==> src/rtl/lb_pkg.sv <==
// Shared types and default geometry for the Sobel line-buffer sequencer.
package lb_pkg;

    typedef enum logic [2:0] {
        IDLE  = 3'd0,
        FILL0 = 3'd1,
        FILL1 = 3'd2,
        RUN   = 3'd3,
        FLUSH = 3'd4
    } lb_state_e;

    localparam int LB_IMG_WIDTH  = 640;
    localparam int LB_IMG_HEIGHT = 480;
    localparam int LB_COL_W      = 10;
    localparam int LB_ROW_W      = 9;

endpackage

==> src/rtl/line_buff_ctrl_if.sv <==
// Enable/flag bundle between the sequencer (master) and the two cascaded M10K line buffers (slave).
interface line_buff_ctrl_if;

    logic buf_a_wr_en;
    logic buf_a_rd_en;
    logic buf_b_wr_en;
    logic buf_b_rd_en;
    logic buf_a_flag_i;
    logic buf_b_flag_i;

    modport master (
        output buf_a_wr_en, buf_a_rd_en, buf_b_wr_en, buf_b_rd_en,
        input  buf_a_flag_i, buf_b_flag_i
    );

    modport slave (
        input  buf_a_wr_en, buf_a_rd_en, buf_b_wr_en, buf_b_rd_en,
        output buf_a_flag_i, buf_b_flag_i
    );

endinterface

==> src/rtl/lb_pos_counter.sv <==
// Column/row position counter; col doubles as the flush cycle counter when row_en is low.
module lb_pos_counter #(
    parameter int IMG_WIDTH  = lb_pkg::LB_IMG_WIDTH,
    parameter int IMG_HEIGHT = lb_pkg::LB_IMG_HEIGHT,
    parameter int COL_W      = lb_pkg::LB_COL_W,
    parameter int ROW_W      = lb_pkg::LB_ROW_W
) (
    input  logic             clk,
    input  logic             rst_n,
    input  logic             clr,
    input  logic             step,
    input  logic             row_en,
    output logic [COL_W-1:0] col,
    output logic [ROW_W-1:0] row,
    output logic             col_wrap,
    output logic             last_pix
);

    logic col_last;
    logic row_last;

    assign col_last = (col == COL_W'(IMG_WIDTH - 1));
    assign row_last = (row == ROW_W'(IMG_HEIGHT - 1));
    assign col_wrap = step && col_last;
    assign last_pix = col_wrap && row_last;

    always_ff @(posedge clk or negedge rst_n) begin
        if (!rst_n) begin
            col <= '0;
            row <= '0;
        end else if (clr) begin
            col <= '0;
            row <= '0;
        end else if (step) begin
            if (col_last) begin
                col <= '0;
                if (row_en) row <= row + 1'b1;
            end else begin
                col <= col + 1'b1;
            end
        end
    end

endmodule

==> src/rtl/line_buff_ctrl.sv <==
// Line-buffer sequencer: keeps buffers A/B one row apart, flags 3x3 windows, drains at end of frame.
// Optional end-of-flush emptiness check enabled by defining LB_CTRL_FLUSH_CHECK_EN.
module line_buff_ctrl
    import lb_pkg::*;
#(
    parameter int IMG_WIDTH  = LB_IMG_WIDTH,
    parameter int IMG_HEIGHT = LB_IMG_HEIGHT,
    parameter int COL_W      = LB_COL_W,
    parameter int ROW_W      = LB_ROW_W
) (
    input  logic                    clk,
    input  logic                    rst_n,
    input  logic                    sof_i,
    input  logic                    pix_valid_i,
    line_buff_ctrl_if.master        lbuf,
    output logic                    win_valid_o,
    output logic [COL_W-1:0]        col_o,
    output logic [ROW_W-1:0]        row_o,
    output logic                    frame_done_o,
    output logic                    busy_o,
    output logic                    sof_err_o,
    output logic                    sync_err_o
);

    lb_state_e        state, state_nxt;
    logic [COL_W-1:0] col;
    logic [ROW_W-1:0] row;
    logic             col_wrap, last_pix;
    logic             step, clr;
    logic             wr_a, rd_a, wr_b, rd_b;

    // During FLUSH col counts read cycles; the extra frame_done_o cycle is read-free.
    assign step = (state == FLUSH) ? !frame_done_o
                : ((state == FILL0) || (state == FILL1) || (state == RUN)) && pix_valid_i;
    assign clr  = (state == IDLE) && sof_i;

    lb_pos_counter #(
        .IMG_WIDTH (IMG_WIDTH),
        .IMG_HEIGHT(IMG_HEIGHT),
        .COL_W     (COL_W),
        .ROW_W     (ROW_W)
    ) u_pos (
        .clk     (clk),
        .rst_n   (rst_n),
        .clr     (clr),
        .step    (step),
        .row_en  (state != FLUSH),
        .col     (col),
        .row     (row),
        .col_wrap(col_wrap),
        .last_pix(last_pix)
    );

    always_ff @(posedge clk or negedge rst_n) begin
        if (!rst_n) state <= IDLE;
        else        state <= state_nxt;
    end

    always_comb begin
        state_nxt = state;
        unique case (state)
            IDLE:    if (sof_i)        state_nxt = FILL0;
            FILL0:   if (col_wrap)     state_nxt = FILL1;
            FILL1:   if (col_wrap)     state_nxt = RUN;
            RUN:     if (last_pix)     state_nxt = FLUSH;
            FLUSH:   if (frame_done_o) state_nxt = IDLE;
            default:                   state_nxt = IDLE;
        endcase
    end

    always_comb begin
        wr_a = 1'b0;
        rd_a = 1'b0;
        wr_b = 1'b0;
        rd_b = 1'b0;
        unique case (state)
            FILL0: wr_a = pix_valid_i;
            FILL1: begin
                wr_a = pix_valid_i;
                rd_a = pix_valid_i;
                wr_b = pix_valid_i;
            end
            RUN: begin
                wr_a = pix_valid_i;
                rd_a = pix_valid_i;
                wr_b = pix_valid_i;
                rd_b = pix_valid_i;
            end
            FLUSH: begin
                rd_a = !frame_done_o;
                rd_b = !frame_done_o;
            end
            default: ;
        endcase
    end

    assign lbuf.buf_a_wr_en = wr_a;
    assign lbuf.buf_a_rd_en = rd_a;
    assign lbuf.buf_b_wr_en = wr_b;
    assign lbuf.buf_b_rd_en = rd_b;
    assign busy_o           = (state != IDLE);

    always_ff @(posedge clk or negedge rst_n) begin
        if (!rst_n) begin
            win_valid_o  <= 1'b0;
            col_o        <= '0;
            row_o        <= '0;
            frame_done_o <= 1'b0;
            sof_err_o    <= 1'b0;
        end else begin
            win_valid_o  <= 1'b0;
            if ((state == RUN) && pix_valid_i && (col >= COL_W'(2))) begin
                win_valid_o <= 1'b1;
                col_o       <= col - 1'b1;
                row_o       <= row - 1'b1;
            end
            frame_done_o <= (state == FLUSH) && col_wrap;
            sof_err_o    <= sof_i && (state != IDLE);
        end
    end

`ifdef LB_CTRL_FLUSH_CHECK_EN
    // Flags are sampled in the frame_done_o cycle, i.e. after the last flush read has landed.
    always_ff @(posedge clk or negedge rst_n) begin
        if (!rst_n) sync_err_o <= 1'b0;
        else if (frame_done_o && (lbuf.buf_a_flag_i || lbuf.buf_b_flag_i))
            sync_err_o <= 1'b1;
    end
`else
    assign sync_err_o = 1'b0;
`endif

endmodule

==> src/flat_wrapper.sv <==
// flat-port wrapper written by rule: the top's interface ports become plain ports
module line_buff_ctrl_flat import lb_pkg::*;
#(
    parameter int IMG_WIDTH  = LB_IMG_WIDTH,
    parameter int IMG_HEIGHT = LB_IMG_HEIGHT,
    parameter int COL_W      = LB_COL_W,
    parameter int ROW_W      = LB_ROW_W
)
  (clk, rst_n, sof_i, pix_valid_i, win_valid_o, col_o, row_o, frame_done_o, busy_o, sof_err_o, sync_err_o, lbuf_buf_a_wr_en, lbuf_buf_a_rd_en, lbuf_buf_b_wr_en, lbuf_buf_b_rd_en, lbuf_buf_a_flag_i, lbuf_buf_b_flag_i);
  line_buff_ctrl_if lbuf_i ();
  input  logic clk;
  input  logic rst_n;
  input  logic sof_i;
  input  logic pix_valid_i;
  output logic win_valid_o;
  output logic [COL_W-1:0] col_o;
  output logic [ROW_W-1:0] row_o;
  output logic frame_done_o;
  output logic busy_o;
  output logic sof_err_o;
  output logic sync_err_o;
  output wire logic [$bits(lbuf_i.buf_a_wr_en)-1:0] lbuf_buf_a_wr_en;
  output wire logic [$bits(lbuf_i.buf_a_rd_en)-1:0] lbuf_buf_a_rd_en;
  output wire logic [$bits(lbuf_i.buf_b_wr_en)-1:0] lbuf_buf_b_wr_en;
  output wire logic [$bits(lbuf_i.buf_b_rd_en)-1:0] lbuf_buf_b_rd_en;
  input wire logic [$bits(lbuf_i.buf_a_flag_i)-1:0] lbuf_buf_a_flag_i;
  input wire logic [$bits(lbuf_i.buf_b_flag_i)-1:0] lbuf_buf_b_flag_i;
  assign lbuf_buf_a_wr_en = lbuf_i.buf_a_wr_en;
  assign lbuf_buf_a_rd_en = lbuf_i.buf_a_rd_en;
  assign lbuf_buf_b_wr_en = lbuf_i.buf_b_wr_en;
  assign lbuf_buf_b_rd_en = lbuf_i.buf_b_rd_en;
  assign lbuf_i.buf_a_flag_i = lbuf_buf_a_flag_i;
  assign lbuf_i.buf_b_flag_i = lbuf_buf_b_flag_i;
  line_buff_ctrl #(.IMG_WIDTH(IMG_WIDTH), .IMG_HEIGHT(IMG_HEIGHT), .COL_W(COL_W), .ROW_W(ROW_W)) u_core (.clk(clk), .rst_n(rst_n), .sof_i(sof_i), .pix_valid_i(pix_valid_i), .lbuf(lbuf_i), .win_valid_o(win_valid_o), .col_o(col_o), .row_o(row_o), .frame_done_o(frame_done_o), .busy_o(busy_o), .sof_err_o(sof_err_o), .sync_err_o(sync_err_o));
endmodule
==> config.mk <==
export PLATFORM = sky130hd
export DESIGN_NAME = line_buff_ctrl_flat
export DESIGN_NICKNAME = d
export VERILOG_FILES = /design/src/rtl/lb_pkg.sv /design/src/rtl/line_buff_ctrl_if.sv /design/src/rtl/lb_pos_counter.sv /design/src/rtl/line_buff_ctrl.sv /design/src/flat_wrapper.sv
export SDC_FILE = /design/constraint.sdc
export NUM_CORES = 1
export LEC_CHECK = 0
export CORE_AREA = 5 5 96 98
export CTS_CLUSTER_SIZE = 12
export DETAILED_ROUTE_END_ITERATION = 10
export DIE_AREA = 0 0 101 103
export REMOVE_ABC_BUFFERS = 1
export SYNTH_ARGS = -nofsm -noshare
export SYNTH_HDL_FRONTEND = slang
export SYNTH_SLANG_ARGS = --single-unit
==> constraint.sdc <==
create_clock -name clk -period 3.59 [get_ports clk]
set_clock_uncertainty 0.15 [all_clocks]
set_input_delay 0.8975 -clock clk [delete_from_list [all_inputs] [get_ports clk]]
set_output_delay 0.8975 -clock clk [all_outputs]
set_load 0.005 [all_outputs]
==> summary.md <==
| Metric | Value |
|---|---|
| Outcome | finished, final reports clean |
| Maxcap violations | 0 |
| Horizontal die dimension | 101 µm |
| Number of levels the H-tree was split into | 2 |
| Layout cell share with drive strength beyond 1 | 8.73% |
| Final estimated routing congestion in global placement | 0.784 |
| Via density | 4.62 |
| Filler instances | 850 |
| Slew at the pin closest to its max-slew limit | 0.981 ns |
| Number of flip-flops and latches in the synthesized netlist | 44 |
| Count of standard-cell rows | 34 |
| Overflow left after global routing | 0 |
| FMAX | a little under 0.3 GHz |
| Via count of the routed design | 1771 |
| Multi-input gate area in the final layout | 1150 µm² |
| Count of pins over their slew limit | 0 |
| VDD IR max | ~0.00022 V |
| Worst skew pair latency | 0.30 ns |
| Fraction of the mapped netlist area in compound gates | around a tenth |
| Number of warning messages in the yosys log | 0 |
| Vias in the first global route | 1807 |
| Storage element area | 1100 µm² |
| CTS tree | built |
| Cell at the slowest stage of the critical path | clkdlybuf4s50_1 |
| CTS Hold Buffers Added | 0 |
| Final design area excluding fillers | 2840 µm² |
| Leak pwr | roughly 0.0013 µW |
| Fraction of the mapped netlist area in adder cells | 2.61% |
| Top-level port count | 34 |
| Mean cell area of the mapped netlist | 9.41 µm² |
| CP Launch Type | input pin |
| Area enclosed by the die boundary | about 10000 µm² |
| Height of the die | 103 µm |
| Count of input and output buffers | 30 |
| Clk slew on worst S/H paths | 0.08 ns |
| Unrepaired setup endpoints after global routing | false |
| Wire length of the first global-routing pass | 8560 µm |
| Worst slack at placement | 0.223 ns |
| Total detailed-routing wirelength | 4890 µm |
| Worst max-slew margin expressed relative to the limit | 34.6% |
| Primary FF master, synth | dfrtp_1 |
| Combinational family with the most area after synthesis | simple AND/OR/NAND/NOR gates |
| Initial DRC count | 89 |
| Remaining DRCs | 0 |
| Final period demand of the worst path | 3.39 ns |
| Antenna cell count | 0 |
| Post-route antenna net violation count | 0 |
| Count of endpoints failing setup in the final report | 0 |
| # placed instances | between 300 and 400 |
| Clock buffer count from CTS | 5 |
| Routed length per instance | 12.8 µm |
| Post-detailed-placement half-perimeter wirelength | approximately 3400 µm |
| Layout net count | 285 |
| Category of the worst setup path capture point | output pin |
| Worst-path cell chain | clkdlybuf4s50_1 > and3b_1 > nand2_1 > o21ai_0 > clkdlybuf4s50_1 |
| Worst path most repeated cell | clkdlybuf4s50_1 |
| Maximum number of pins on one net before global-route repair | 45 |
| Share of the clock period used by the worst path | 94.4% |
| Endpoint arrival time on the critical path | ~2.3 ns |
| Area growth from synthesis to final layout | 18.2% |
| Data required time at the worst endpoint | roughly 2.5 ns |
| CP Class | in -> out |
| Overall track demand over capacity in global routing | about a tenth |
| Post-place instance area | 2720 µm² |
| Multiplexer share of the synthesized area | 1.51% |
| Number of search-and-repair iterations in the first detailed-routing pass | 4 |
| Basic-gate share of the synthesized area counting and, or, nand and nor cells | 22.7% |
| CP peak stage delay | 0.53 ns |
| Biggest fanout along the worst timing path | 3 |
| Floorplan core area | 8380 µm² |
| Cell count after synthesis | 255 |
| Count of unique library cells instantiated by Yosys | 50 |
| Filler-free cell count of the finished design | 383 |
| Cell area power density | roughly 440 nW/µm² |
| Area share of xor/xnor cells in the synthesized design | a little over a tenth |
| Maximum clock insertion buffer count | 2 |
| Post-layout worst setup margin | between 0.2 and 0.25 ns |
| Effective utilization at floorplan | 28.6% |
| Number of post-CTS setup repair buffers | 0 |
| Sequential cell area fraction in the yosys report | between 40% and 50% |
| Fin Hold WS | 0.331 ns |
| Total clock sinks | 44 |
| Share of flip-flops with an asynchronous set or reset after synthesis | between 90% and 100% |
| Quantity of gates resized following cts | 0 |
| Hold/Removal Path Class | reg -> reg |
| Number of antenna violations at the first check in global routing | 0 |
| Final-report hold violation count | 0 |
| Count of flip-flops with a built-in enable after synthesis | 0 |
| Sum of negative setup slack | 0 ns |
| Root buffer selected by CTS | clkbuf_8 |
| Synthesized cell area | 2400 µm² |
## layout make-up
cell class                      count  area share (%)
Timing Repair Buffer               32            10.9
Multi-Input combinational cell    184            40.6
Clock inverter                      3            1.50
Tap cell                          108            4.77
Clock buffer                        5            2.43
Inverter                            7           0.927
Sequential cell                    44            38.8
## placed cells by master (no fill, tap or decap), drive strengths merged, types with 2 or more instances in the layout
master / n
nand3: 6
nand4b: 2
and3: 4
o21ai: 26
nand4: 7
nor3: 9
nor4: 3
clkbuf: 5
xor2: 21
and4: 2
buf: 3
mux2: 2
nor2: 27
o22ai: 2
nor2b: 4
nor3b: 2
clkdlybuf4s50: 29
dfrtp: 44
ha: 5
inv: 7
or3b: 3
a21oi: 2
nand2: 32
or3: 2
xnor2: 9
## worst max-delay path, delay by kind of cell
family / cells / cell delay (ns)
buffers and inverters: 2 / 1.00
AO/OA/AOI/OAI: 1 / 0.12
AND/OR/NAND/NOR: 2 / 0.32
## synthesized netlist by cell type, types with 2 or more instances
master	n	area, µm²
and3_1	4	25.0
buf_2	6	30.0
buf_4	3	22.5
buf_6	3	33.8
clkbuf_1	7	26.3
dfrtp_1	44	1100
ha_1	5	62.6
inv_1	7	26.3
nand2_1	31	116
nand3_1	6	30.0
nand4_1	7	43.8
nand4b_1	2	17.5
nor2_1	27	101
nor2b_1	4	25.0
nor3_1	8	40.0
nor3b_1	2	15.0
nor4_1	3	18.8
o21ai_0	25	125
or3_1	2	12.5
xnor2_1	9	78.8
xor2_1	21	184
## flip-flops by register name (all words and copies together), names as in the netlist
register             count
u_core.frame_done_o      1
u_core.win_valid_o       1
u_core.col_o            10
u_core.u_pos.col        10
u_core.state             3
u_core.sof_err_o         1
u_core.row_o             9
u_core.u_pos.row         9
## cell families (layout without fill, tap and decap cells)
family,count (synthesis),count (layout)
compound gates,38,38
xor+xnor,30,30
fa+ha+maj,5,5
buf+inv,27,47
flops,44,44
mux,3,3
other cells,1,1
simple gates,107,107
## routing by layer
| layer | vias to the layer above | GRT usage, % | part of all wire [%] |
|---|---|---|---|
| li1 | 894 | - | - |
| met1 | 832 | 13.9 | 51 |
| met2 | 39 | 16.1 | 43 |
| met3 | 6 | 2.23 | 4.6 |
| met4 | 0 | 3.68 | 1.5 |
| met5 | - | 0 | 0 |
## worst paths after layout
kind / to / slack (ns) / start / depth (start not counted)
worst max-delay path: lbuf_buf_b_rd_en / 0.20 / pix_valid_i / 5
min in group asynchronous: u_core.u_pos.col[5] / 0.60 / rst_n / 1
max in group asynchronous: u_core.u_pos.row[4] / 2.08 / rst_n / 1
worst min-delay path: u_core.row_o[3] / 0.33 / u_core.row_o[3] / 2
worst min register to register: u_core.row_o[3] / 0.33 / u_core.row_o[3] / 2
worst max register to register: u_core.u_pos.row[0] / 1.13 / u_core.state[2] / 5
## power breakdown
| part | switching [µW] | internal, µW | total (µW) |
|---|---|---|---|
| logic | 157 | 139 | 296 |
| clock network | 173 | 206 | 379 |
| registers | 45.9 | 516 | 562 |
## metrics by stage
step / power [µW] / util (%)
3_5_place_dp: 868 / 32.5
6_report: 1240 / 33.8
3_3_place_gp: 866 / 32.5
2_1_floorplan: 770 / -
4_1_cts: 1260 / 33.8
5_1_grt: 1320 / 33.8
Power figures use the tool's default switching activity.
